**src/rtl/adder_chunked_seq.sv**
```systemverilog
// rtl/adder_chunked_seq.sv - multi-cycle chunked adder/subtractor with valid/ready handshake
//
// Adds or subtracts two WIDTH-bit operands CHUNK bits per clock, LSB chunk
// first, rippling the carry through a register between cycles. A result
// with cout / signed overflow / zero flags is presented N = WIDTH/CHUNK
// cycles after the operands are accepted, and it is held until the consumer
// takes it.
//
// Parameters:
//   WIDTH      operand/result width (must be a multiple of CHUNK)
//   CHUNK      bits added per clock
//
// Ports:
//   clk        rising-edge clock
//   rst_n      asynchronous active-low reset
//   in_valid   operands valid
//   in_ready   high only while idle
//   a, b       operands
//   cin        carry-in (add) / borrow-in (sub)
//   sub        0: a+b+cin, 1: a-b-cin
//   out_valid  result valid, held until out_ready
//   out_ready  consumer accepts result
//   sum        result (two's complement)
//   cout       carry out of MSB (sub: 1 = no borrow)
//   overflow   signed overflow
//   zero       sum == 0
//
// Build option:
//   ADDER_SAT_EN  when defined, an overflowing result saturates to the signed
//                 max/min selected by a[MSB]; otherwise the sum wraps.

module adder_chunked_seq #(
  parameter int WIDTH = 32,
  parameter int CHUNK = 8
) (
  input  logic             clk,
  input  logic             rst_n,
  input  logic             in_valid,
  output logic             in_ready,
  input  logic [WIDTH-1:0] a,
  input  logic [WIDTH-1:0] b,
  input  logic             cin,
  input  logic             sub,
  output logic             out_valid,
  input  logic             out_ready,
  output logic [WIDTH-1:0] sum,
  output logic             cout,
  output logic             overflow,
  output logic             zero
);

  localparam int N  = WIDTH / CHUNK;
  localparam int CW = (N > 1) ? $clog2(N) : 1;
  localparam logic [CW-1:0] LAST = CW'(N - 1);

  typedef enum logic [1:0] {
    IDLE = 2'd0,
    CALC = 2'd1,
    DONE = 2'd2
  } state_e;

  state_e           state_q, state_d;
  logic [CW-1:0]    cnt_q, cnt_d;
  logic [WIDTH-1:0] a_q, a_d;
  // b is stored already inverted for subtraction, so CALC only ever adds.
  logic [WIDTH-1:0] b_q, b_d;
  logic             carry_q, carry_d;
  // Working result assembled chunk by chunk; sum_q only changes at the end
  // so the visible result stays stable until the next one is ready.
  logic [WIDTH-1:0] res_q, res_d;
  logic [WIDTH-1:0] sum_q, sum_d;
  logic             cout_q, cout_d;
  logic             ovf_q, ovf_d;
  logic             zero_q, zero_d;
  logic             out_valid_q, out_valid_d;

  logic [CHUNK:0]   chunk_add;
  logic [WIDTH-1:0] full;
  logic             ovf_w;
  logic [WIDTH-1:0] final_sum;

  assign chunk_add = {1'b0, a_q[cnt_q*CHUNK +: CHUNK]}
                   + {1'b0, b_q[cnt_q*CHUNK +: CHUNK]}
                   + {{CHUNK{1'b0}}, carry_q};

  // Working result with the current chunk merged in; on the last chunk this
  // is the complete full-width result.
  always_comb begin
    full = res_q;
    full[cnt_q*CHUNK +: CHUNK] = chunk_add[CHUNK-1:0];
  end

  assign ovf_w = (a_q[WIDTH-1] == b_q[WIDTH-1]) && (full[WIDTH-1] != a_q[WIDTH-1]);

`ifdef ADDER_SAT_EN
  assign final_sum = !ovf_w        ? full :
                     a_q[WIDTH-1]  ? {1'b1, {(WIDTH-1){1'b0}}} :
                                     {1'b0, {(WIDTH-1){1'b1}}};
`else
  assign final_sum = full;
`endif

  always_comb begin
    state_d     = state_q;
    cnt_d       = cnt_q;
    a_d         = a_q;
    b_d         = b_q;
    carry_d     = carry_q;
    res_d       = res_q;
    sum_d       = sum_q;
    cout_d      = cout_q;
    ovf_d       = ovf_q;
    zero_d      = zero_q;
    out_valid_d = out_valid_q;

    unique case (state_q)
      IDLE: begin
        if (in_valid) begin
          a_d     = a;
          b_d     = sub ? ~b : b;
          carry_d = sub ? ~cin : cin;
          cnt_d   = '0;
          state_d = CALC;
        end
      end
      CALC: begin
        res_d   = full;
        carry_d = chunk_add[CHUNK];
        cnt_d   = cnt_q + 1'b1;
        if (cnt_q == LAST) begin
          sum_d       = final_sum;
          cout_d      = chunk_add[CHUNK];
          ovf_d       = ovf_w;
          zero_d      = ~|final_sum;
          out_valid_d = 1'b1;
          state_d     = DONE;
        end
      end
      DONE: begin
        // No accept in this cycle: a new operation starts from IDLE only.
        if (out_ready) begin
          out_valid_d = 1'b0;
          state_d     = IDLE;
        end
      end
      default: begin
        state_d = IDLE;
      end
    endcase
  end

  always_ff @(posedge clk or negedge rst_n) begin
    if (!rst_n) begin
      state_q     <= IDLE;
      cnt_q       <= '0;
      a_q         <= '0;
      b_q         <= '0;
      carry_q     <= 1'b0;
      res_q       <= '0;
      sum_q       <= '0;
      cout_q      <= 1'b0;
      ovf_q       <= 1'b0;
      zero_q      <= 1'b0;
      out_valid_q <= 1'b0;
    end else begin
      state_q     <= state_d;
      cnt_q       <= cnt_d;
      a_q         <= a_d;
      b_q         <= b_d;
      carry_q     <= carry_d;
      res_q       <= res_d;
      sum_q       <= sum_d;
      cout_q      <= cout_d;
      ovf_q       <= ovf_d;
      zero_q      <= zero_d;
      out_valid_q <= out_valid_d;
    end
  end

  assign in_ready  = (state_q == IDLE);
  assign out_valid = out_valid_q;
  assign sum       = sum_q;
  assign cout      = cout_q;
  assign overflow  = ovf_q;
  assign zero      = zero_q;

endmodule

```
**config.mk**
```make
export PLATFORM = sky130hd
export DESIGN_NAME = adder_chunked_seq
export DESIGN_NICKNAME = d
export VERILOG_FILES = /design/src/rtl/adder_chunked_seq.sv
export SDC_FILE = /design/constraint.sdc
export NUM_CORES = 1
export LEC_CHECK = 0
export ABC_AREA = 0
export BUFFER_PORTS_ARGS = -buffer_cell sky130_fd_sc_hd__buf_4
export CAP_MARGIN = 40
export CORE_MARGIN = 2
export CORE_UTILIZATION = 40
export DETAILED_ROUTE_END_ITERATION = 16
export HOLD_SLACK_MARGIN = 0.15
export PLACE_DENSITY = 0.69
export SLEW_MARGIN = 5
export SYNTH_ARGS = -nofsm -noshare
export SYNTH_HDL_FRONTEND = slang
export SYNTH_SLANG_ARGS = --single-unit
```
**constraint.sdc**
```tcl
create_clock -name clk -period 4.3 [get_ports clk]
set_input_delay 0.43 -clock clk [delete_from_list [all_inputs] [get_ports clk]]
set_output_delay 0.43 -clock clk [all_outputs]
set_load 0.05 [all_outputs]
```
==> metrics list, run 1 <==
* Cell chain of the critical path: buf_4 > mux4_2 > fa_1 > a211oi_2 > o21bai_1 > a21oi_1 > xnor2_1 > o22ai_1 > a32o_1
- The first global-routing pass estimated 27500 µm of wire.
- After detailed routing, the number of remaining DRC violations is 0.
- Clock-pin slew was measured on the worst setup and hold paths at 0.06 ns.
- Setup total negative slack on the finished layout was measured at 0 ns.
* Weighted congestion at the end of routability-driven global placement: 0.835
- In this run the worst hold path is classified as primary input to register.
- The synthesized netlist occupies a cell area of 6660 µm².
- Synthesized Nets: 750
- Ratio of cells with drive above 1 in the final layout: 23.1%
* Latest clock arrival within the worst-skew pair: 0.43 ns
* CTS-repair resized insts: 0
- Headroom to the max-slew limit: 40.9%
* Die Span Y: 133 µm
- Cts bufs inserted: 17
- The H-tree was split into 4 levels.
- Number of vias after detailed routing: 5228
* Worst clock skew: 0.00887 ns
* Crit path max fanout: 23
- Summing all flip-flop and latch instances after layout gives 3430 µm².
- During I/O placement, the number of pins put on the boundary was 107.
- Mapped Cells: 665
* Initial standard-cell utilization of the core: 40.6%
* Type of the setup path with the least slack: register to register
- Iteration count of the initial detailed-routing pass: 5
- TritonCTS built the clock tree.
* Post-synthesis average cell area: 10.0 µm²
- After filler insertion, the fill cell instance count of the layout stands at 1510.
- Post-layout nets: 855
* CP Launch Type: register
* Postcts setup bufs: 0
- Of the post-synthesis cell area, the dominant cell type holds 51.5%.
* Root buf cell: clkbuf_16
* Antenna-violating nets left: 0
* Seq cells post-synth: 137
* RSZ-0062 raised after global routing: no
- Crit path largest cell delay: 0.59 ns
* Synth cell types: 56
- By instance count, the leading cell after synthesis is nand2_1.
* Hold buffers post-CTS: 1
- The via count of the first global-routing pass came to 5313.
- Yosys attributes the largest share of cell area to dfrtp_1, nand2_1, mux4_2.
* Final Cycle Share: 84.9%
- Maximum number of pins on one net before global-route repair: 77
- Count of antenna diodes in the layout: 0
- The tool flagged a number of max-cap violations equal to 0.
- Endpoint class of the critical path: register
* Count of yosys warnings during synthesis: 0
- Ratio of routed vias to standard cells: 5.21
- Summing all multi-input logic gate instances after layout gives 3040 µm².
- Wirelength, routed: 16700 µm
* Area Growth Syn to Fin: 25.4%
- Total Routing Usage GR: 20.0%
* Critical-path top delay cell: mux4_2
* Clk sink count: 137
- Post-synthesis sequential area ratio: 51.5%
- Average routed wire per standard cell: 16.7 µm
- Number of hold violations in the final report: 0
- Ys flop type: dfrtp_1
* Die span in x: 133 µm
- Die outline area: 17700 µm²
- The region available for standard cell placement spans 16400 µm².
- FP Rows: 47
- Peak clock frequency supported by timing: 274 MHz
- The biggest area contributor in the post-synthesis netlist is dfrtp_1.
- In this run the tool buffered the top-level ports with 106 buffer cells.
* Crit path time final: 3.65 ns
* Longest Clk Path Bufs: 2
- In the synthesized netlist the async set-or-reset flop fraction comes to 100%.
- Counting flops with a built-in enable in the synthesized netlist gives 0.
- Data required time at the worst endpoint: 4.61 ns
- The initial antenna violation count was 0.
* Final Slew Violations: 0
- Once detailed placement completed, the half-perimeter wirelength came to 12000 µm.
- Most instantiated cells after synthesis: nand2_1, dfrtp_1, nor2_1, o21ai_0, xnor2_1
- The run finished with clean final reports.
- Total congestion overflow: 0
- Data arrives at the worst endpoint at 3.96 ns.
- For the pin with the worst max-slew slack, the measured transition is 0.880 ns.
- First-iteration detailed-routing DRC count: 369
- Final number of setup-violating endpoints: 0
## final timing paths
check / start / end / slack, ns / cells past startpoint
min reg2reg: a_q[14] / a_q[14] / 0.47 / 2
max: cnt_q[0] / zero / 0.65 / 9
max in group asynchronous: rst_n / res_q[4] / 2.77 / 4
min in group asynchronous: rst_n / sum[7] / 0.48 / 2
max reg2reg: cnt_q[0] / zero / 0.65 / 9
min: out_ready / state_q[1] / 0.18 / 2
## area by class of cell
| type | count | area share, % |
|---|---|---|
| clock buffers | 20 | 5.35 |
| clock inverters | 12 | 1.80 |
| inverters | 14 | 0.630 |
| multi-input cells | 477 | 36.4 |
| flip-flops and latches | 137 | 41.1 |
| well taps | 220 | 3.30 |
| repair buffers | 123 | 11.5 |
## layer usage
metal,up-vias,global-route usage (%),routed length (µm)
li1,2536,-,-
met1,2509,26.2,7390
met2,165,33.3,8280
met3,18,4.52,865
met4,0,6.27,183
met5,-,0,0
## sequential cells by signal (all words and copies together), names as in the netlist, 2 cells and up
register	cells
cnt_q	2
b_q	32
sum	32
a_q	32
res_q	32
state_q	2
## cell families after synthesis
logic type,after synthesis,synth area share [%]
AOI/OAI and AO/OA,149,15.4
xor gates and xnor gates,35,4.60
adders and majority gates,15,3.04
buffers and inverters,51,2.95
DFF,137,51.5
muxes,19,5.90
and+or+nand+nor,259,16.6
## worst max-delay path, delay by kind of cell, from the launching register on
kind                       cells  cell delay, ns
AOI/OAI and AO/OA              5            1.16
buffers and inverters          1            0.39
muxes                          1            0.59
adders and majority gates      1            0.48
xor gates and xnor gates       1            0.43
DFF                            1            0.48
## through the flow
stage / area (µm²) / util (%) / setup WS, ns / hold WS [ns] / std cells
floorplan: 6660 / - / 0.758 / 0.134 / 665
global placement: 7700 / 46.9 / 0.741 / 0.455 / 968
detailed placement: 7740 / 47.2 / 0.650 / 0.366 / 970
CTS: 8350 / 50.9 / 0.648 / 0.167 / 1003
global route: 8350 / 50.9 / 0.468 / 0.170 / 1003
finish: 8350 / 50.9 / 0.648 / 0.185 / 1003
## placed cells by master, fill, tap and decap left out, types with 4 or more instances in the layout
master     instances
nand2_1          152
dfrtp_1          137
buf_4            119
nor2_1            59
o21ai_0           46
xnor2_1           34
a22o_1            27
a21oi_1           26
clkbuf_16         17
mux4_2            16
a221oi_1          14
ha_1              13
inv_1             12
nor2b_1           10
nor3_1             7
o21ai_1            6
nor4_1             5
and2_1             4
clkinv_2           4
Power of run 1 is not shown: default switching activity piles up to over one toggle a cycle in this logic, so the estimate is an artifact.
==> inputs of run 2 (changes only) <==
PLACE_DENSITY = 0.71   (was 0.69)
clock period = 3.3 ns   (was 4.3 ns; I/O delays follow)
==> metrics list, run 2 (synthesis results as in run 1) <==
* Result of the run: finished, final reports clean
- Cell chain of the critical path: buf_4 > buf_4 > buf_4 > mux4_2 > ha_4 > or2_1 > a31oi_2 > nor2_1 > o311a_4 > or3_1 > a32o_1
- Root buf cell: clkbuf_16
- Count of H-tree levels built during CTS: 4 (unchanged)
* Final Cycle Share: 98.2% (+13 points)
- The first-pass detailed-route iteration total was 5 (unchanged).
* Most frequent cells in the layout: nand2_1, dfrtp_1, buf_4, nor2_1, o21ai_0
- Total of max-cap violations: 0 (unchanged)
- Post-layout power: 11.3 mW
- The DRC marker count from the first detailed-route iteration is 306 (-17%).
* Peak supply drop: 0.665 mV
- The highest net fanout along the worst path came to 6 (-74%).
* Maximum number of pins on one net before global-route repair: 82 (+6.5%)
* Peak clock frequency supported by timing: 309 MHz (+13%)
* DRC violations left: 0 (unchanged)
* Ratio of cells with drive above 1 in the final layout: 24.5% (+1.4 points)
* Total stage count of the critical path: 11 (+2)
* Headroom to the max-slew limit: 44.1% (+3.2 points)
- Vias in the first global route: 5401 (+1.7%)
* CP Launch Type: register
- Clk sink count: 137 (unchanged)
- Total Routing Usage GR: 20.5% (+0.44 points)
* Wirelength, routed: 17300 µm (+3.3%)
- Final Slew Violations: 0 (unchanged)
- Number of hold violations in the final report: 0 (unchanged)
- The arrival time reported for the critical path endpoint was 3.55 ns (-0.41 ns).
- From synthesis to final layout, the design area changed by 32.3%.
* Source of the worst register-to-register timing path: cnt_q[0]
- Total core area: 16400 µm² (unchanged)
- The number of fillers in the final layout was 1448 (-4.1%).
* Total congestion overflow: 0 (unchanged)
* Number of stages on the worst hold path: 3 (+1)
- The final critical-path setup slack came to 0.0608 ns (-0.587 ns).
* Largest delay share family, worst path: compound AO/OA/AOI/OAI gates
* Count of buffer and inverter cells on the critical path: 3 (+2)
- Die outline area: 17700 µm² (unchanged)
- The critical path required time came to 3.61 ns (-1.00 ns).
* Crit path largest cell delay: 0.47 ns (-0.12 ns)
- FP Rows: 47 (unchanged)
- The top-level port count was 107 (unchanged).
- The final critical path time including I/O delays and setup came to 3.24 ns (-0.413 ns).
* Antenna-violating nets left: 0 (unchanged)
* Average routed wire per standard cell: 16.4 µm (-1.4%)
* Final number of setup-violating endpoints: 0 (unchanged)
- Worst r2r dst: zero
* Initial standard-cell utilization of the core: 40.6% (unchanged)
* Detail Placement HPWL: 12100 µm (+0.43%)
* Count of antenna diodes in the layout: 0 (unchanged)
- STA classifies the critical path endpoint as a register.
- The die span in y came to 133 µm (unchanged).
* Weighted congestion at the end of routability-driven global placement: 0.889 (+6.5%)
* Critical-path top delay cell: mux4_2
* Total power divided by cell area: 1290 nW/µm²
- Global-route wire length before repair: 28200 µm (+2.6%)
- The transition time at the pin with the least slew margin was 0.836 ns (-0.0435 ns).
* Worst Setup Slack post-DPL: -0.0331 ns (-0.683 ns)
- The path with the worst hold slack has its endpoint at a_q[24].
- Type of the setup path with the least slack: register to register
- In this run the worst hold path is classified as primary input to register.
- The register-to-register path setup slack is 0.06 ns (-0.59 ns).
- The number of vias per cell is 5.25 (+0.74%).
- Counting stages on the worst path, the most repeated cell is buf_4.
- Clock slew seen by the registers of the worst setup and hold paths: 0.06 ns (about the same)
- The maximum buffer depth of the clock tree was 2 (unchanged).
* Static power due to leakage: 4.08 nW
- TritonCTS built the clock tree.
* Number of antenna violations at the first check in global routing: 0 (unchanged)
- The width of the die came to 133 µm (unchanged).
- Critical hold path startpoint: a[24]
- The clock insertion delay at the later pin of the skew report came to 0.43 ns (about the same).
* Quantity of I/O buffers inserted on ports: 106 (unchanged)
- Worst clock skew: 0.0116 ns (+0.00273 ns)
- The length in cells of the worst reg-to-reg path was 11 (+2).
* Post-layout nets: 903 (+5.6%)
- Number of vias after detailed routing: 5519 (+5.6%)
- The number of buffers created by CTS was 17 (unchanged).
* Most common cell after layout, fill and taps aside: nand2_1
## run 2: where the power goes
part	internal, mW	switching (mW)
Sequential	2.44	0.468
Combinational	2.66	3.96
Clock	1.11	0.703
## run 2: per-stage QoR
step / utilization [%] / hold slack (ns) / setup TNS [ns] / instances / cell area, µm²
2_1_floorplan: - / 0.0344 / 0 / 665 / 6670
3_3_place_gp: 47.6 / 0.424 / 0 / 980 / 7800
3_5_place_dp: 47.6 / 0.423 / -0.0758 / 980 / 7800
4_1_cts: 53.1 / 0.163 / 0 / 1045 / 8710
5_1_grt: 53.7 / 0.155 / -0.00830 / 1051 / 8810
6_report: 53.7 / 0.164 / 0 / 1051 / 8810
## run 2: worst max-delay path by stage
stage / from / to / slack [ns]
2_1_floorplan: cnt_q[0] / zero / 0.03
3_3_place_gp: cnt_q[0] / zero / 0.07
3_5_place_dp: cnt_q[0] / sum[14] / -0.03
4_1_cts: cnt_q[0] / zero / 0.002
5_1_grt: cnt_q[0] / zero / -0.008
6_report: cnt_q[0] / zero / 0.06
## run 2: routing by layer
layer	share of wire, %	up-vias	global-route usage (%)
met1	44	2658	26.9
met4	2.3	0	7.89
met3	5.4	35	4.94
met5	0	-	0
met2	49	194	33.0
li1	-	2632	-
## run 2: worst register-to-register path, cell delays in order (launching register included)
cell and delay [ns]:
dfrtp_2 0.44, buf_4 0.16, buf_4 0.13, buf_4 0.14, mux4_2 0.47, ha_4 0.26, or2_1 0.26, a31oi_2 0.22
nor2_1 0.10, o311a_4 0.36, or3_1 0.39, a32o_1 0.22
## run 2: final cells by class
| cell class | count | area (µm²) | area share, % |
|---|---|---|---|
| clock buffer | 25 | 495 | 5.62 |
| sequential | 137 | 3430 | 38.9 |
| multi-input combinational | 477 | 3110 | 35.3 |
| inverter | 14 | 52.6 | 0.596 |
| timing repair buffer | 171 | 1380 | 15.7 |
| tap | 220 | 275 | 3.12 |
| clock inverter | 7 | 66.3 | 0.753 |
## run 2: what timing repair did
action | CTS | global route
setup endpoints to repair | 3 | 6
gates resized for setup | 3 | 8
pin swaps | 0 | 5
hold buffers | 33 | 0
hold endpoints to repair | 110 | 0
setup buffers | 0 | 5
Note: power is estimated with default switching activity, not from simulation.
==> inputs of run 3 (changes only) <==
ABC_AREA = 1   (was 0)
CTS_CLUSTER_SIZE = 20   (was default)
==> metrics list, run 3 <==
- Final Slew Violations: 0 (unchanged)
- Initial standard-cell utilization of the core: 41.2% (+0.59 points)
- Actual slew at the worst max-slew pin: 0.764 ns (-0.0724 ns)
- Most instantiated cells after synthesis: nand2_1, dfrtp_1, o21ai_0, nor2_1, inv_1
* Mapped Cells: 857 (+29%)
* Total power divided by cell area: 1180 nW/µm² (-8.5%)
* Average routed wire per standard cell: 15.5 µm (-5.4%)
- Crit path max fanout: 7 (+1)
- Iteration count of the initial detailed-routing pass: 5 (unchanged)
* Synth Cell Area: 6850 µm² (+2.9%)
- The synthesized area per cell is 7.99 µm² (-20%).
* Total of max-cap violations: 0 (unchanged)
- Leaving out fill and tap cells, the most frequent cell in the layout is nand2_1.
* IO Pins: 107 (unchanged)
- Clock slew seen by the registers of the worst setup and hold paths: 0.06 ns (about the same)
- Number of vias after detailed routing: 6012 (+8.9%)
- The fmax is 335 MHz (+8.6%).
- CTS tree: yes
* Peak supply drop: 0.657 mV (-1.2%)
- Proportion of synthesized flip-flops having asynchronous set or reset: 100% (unchanged)
- The number of H-tree branching levels came to 4 (unchanged).
- Vias in the first global route: 6010 (+11%)
- Cell types occupying the most area after synthesis: dfrtp_1, nand2_1, o21ai_0
- The total core area is 16600 µm² (+1.4%).
- In this run the worst hold path is classified as primary input to register.
- The critical path is of the register to register type.
- The count of warnings emitted by yosys is 0 (unchanged).
* Seq cells post-synth: 137 (unchanged)
- Number of enable-type register cells in the synthesized netlist: 0 (unchanged)
- The count of final setup violators was 0 (unchanged).
- Total negative slack for setup checks: 0 ns (unchanged)
- Longest Clk Path Bufs: 2 (unchanged)
- Critical-path top delay cell: fa_1
* Antenna-violating nets left: 0 (unchanged)
- The final hold violation count was 0 (unchanged).
- The leakage dissipation was 4.39 nW (+7.5%).
- Cts bufs inserted: 17 (unchanged)
* Die Span Y: 135 µm (+1.4%)
- Clock tree synthesis selected as its root buffer the cell clkbuf_16.
- The most used flip-flop cell after synthesis is dfrtp_1.
- Setup crit start: cnt_q[0]
- The area after detailed placement is 7940 µm² (+1.7%).
* FP Rows: 47 (unchanged)
* Critical hold path startpoint: b[27]
* Worst clock skew: 0.00981 ns (-0.00179 ns)
- Final Instance Area: 8860 µm² (+0.51%)
- The half-perimeter wire length of the detailed placement result was 13500 µm (+11%).
* Area Growth Syn to Fin: 29.3%
- Area fraction of the dominant cell type after synthesis: 50.0% (-1.5 points)
- DRC violations left: 0 (unchanged)
- The arrival time reported for the critical path endpoint was 3.30 ns (-0.25 ns).
* Crit path largest cell delay: 0.47 ns (about the same)
- Data required time at the worst endpoint: 3.62 ns (about the same)
- Ratio of cells with drive above 1 in the final layout: 18.5% (-6.1 points)
* Endpoint class of the critical path: register
- The most common cell in the synthesized netlist is nand2_1.
- Source of the worst register-to-register timing path: cnt_q[0]
- The final critical path time including I/O delays and setup came to 2.98 ns (-0.258 ns).
- Traced cell by cell, the critical path runs through buf_4 > o21ai_0 > o22ai_1 > fa_1 > fa_1 > nand2_2 > nand2_1 > nand3_1 > nand3_1 > inv_1 > nand3_1 > o21ai_1 > nor2_1 > nand2_1 > nor2_1 > nand3_1 > nand2_1.
- Die outline area: 18200 µm² (+2.8%)
* Count of antenna diodes in the layout: 0 (unchanged)
- The count of buffers from port buffering is 106 (unchanged).
* Die span in x: 135 µm (+1.4%)
- RSZ-0062 raised after global routing: no
- Number of antenna violations at the first check in global routing: 0 (unchanged)
* Latest clock arrival within the worst-skew pair: 0.43 ns (about the same)
* Clk sink count: 137 (unchanged)
* Headroom to the max-slew limit: 49.1% (+5.0 points)
- The final critical-path share of the clock period came to 90.4% (-7.8 points).
- CP Launch Type: register
- Result of the run: finished, final reports clean
* Post-synthesis sequential area ratio: 50.0% (-1.5 points)
- The all-layer global routing usage came to 22.2% (+1.7 points).
- Ratio of routed vias to standard cells: 4.90 (-6.7%)
- Most Frequent Cell on Critical Path: nand3_1
* Total congestion overflow: 0 (unchanged)
- Synthesized Nets: 942 (+26%)
* Global-route wire length before repair: 31100 µm (+10%)
- The net count reported at finish was 1081 (+20%).
- Of all cell types, the one taking the most synthesized area is dfrtp_1.
- The distinct cell type count after synthesis came to 33 (-41%).
- Weighted congestion at the end of routability-driven global placement: 0.940 (+5.7%)
- Maximum number of pins on one net before global-route repair: 81 (-1.2%)
- First-iteration detailed-routing DRC count: 359 (+17%)
* Wirelength, routed: 19100 µm (+10%)
- Most frequent cells in the layout: nand2_1, dfrtp_1, buf_4, o21ai_0, nor2_1
==> run 3: cell types whose count changed in the layout (fill, tap and decap cells not counted), sizes merged, moves of 10 or more <==
| cell | delta |
|---|---|
| a21oi | -19 |
| a221oi | -14 |
| a22o | -27 |
| buf | -11 |
| inv | +40 |
| mux4 | -16 |
| nand2 | +156 |
| nand3 | +28 |
| nor2 | +12 |
| nor2b | -10 |
| o21ai | +64 |
| o22ai | +17 |
==> run 3: logic make-up (layout without fill, tap and decap cells) <==
kind of cell | after synthesis | count (layout) | synth area share [%]
simple gates | 422 | 422 | 25.1
compound gates | 155 | 155 | 12.2
flops | 137 | 137 | 50.0
buf+inv | 95 | 245 | 5.46
xor+xnor | 33 | 33 | 4.22
fa+ha+maj | 15 | 15 | 2.96
==> run 3: critical path: cells and delay by family, from the launching register on <==
kind	cells	cell delay, ns
simple gates	10	0.83
flops	1	0.44
fa+ha+maj	2	0.92
compound gates	3	0.43
buf+inv	2	0.26
==> run 3: final timing paths <==
kind                            end  slack, ns  cells after the start
max                            zero       0.32                     17
min                         b_q[27]       0.18                      3
max reg2reg                    zero       0.32                     17
min reg2reg                 a_q[18]       0.48                      2
max in group asynchronous    b_q[1]       2.03                      3
min in group asynchronous  res_q[2]       0.50                      2
==> run 3: report_power, final <==
part / internal [mW] / total [mW] / switching, mW
Combinational: 1.89 / 5.76 / 3.87
Sequential: 2.40 / 2.83 / 0.425
Clock: 1.14 / 1.85 / 0.708
Total: 5.43 / 10.4 / 5.00
==> run 3: per-stage QoR <==
step	util, %	hold slack, ns	setup slack, ns	instances	total power [mW]
2_1_floorplan	-	0.0344	0.281	857	6.76
3_5_place_dp	47.7	0.424	0.191	1161	8.53
3_3_place_gp	47.5	0.414	0.317	1160	8.40
5_1_grt	53.2	0.192	0.0347	1227	11.3
4_1_cts	53.1	0.177	0.184	1225	10.4
6_report	53.2	0.181	0.318	1227	10.4
==> run 3: final cells by class <==
cell class                 count  area, µm²
timing repair buffer         161       1330
clock buffer                  22        464
inverter                      54        203
clock inverter                 8       97.6
fill                        1577       7790
tap                          220        275
sequential                   137       3430
multi-input combinational    625       3060
==> run 3: metal layers <==
metal / routed length, µm / part of all wire, % / track usage, %
met2: 9120 / 48 / 36.5
met1: 8490 / 45 / 29.0
met5: 0 / 0 / 0
met4: 620 / 3.3 / 9.77
met3: 835 / 4.4 / 3.57
==> run 3: what timing repair did <==
action                                  in CTS  in global routing
hold endpoints to repair                   112                  0
endpoints found under the setup margin       0                  5
buffers inserted                             0                  2
resized for setup                            0                  2
hold buffers                                34                  0
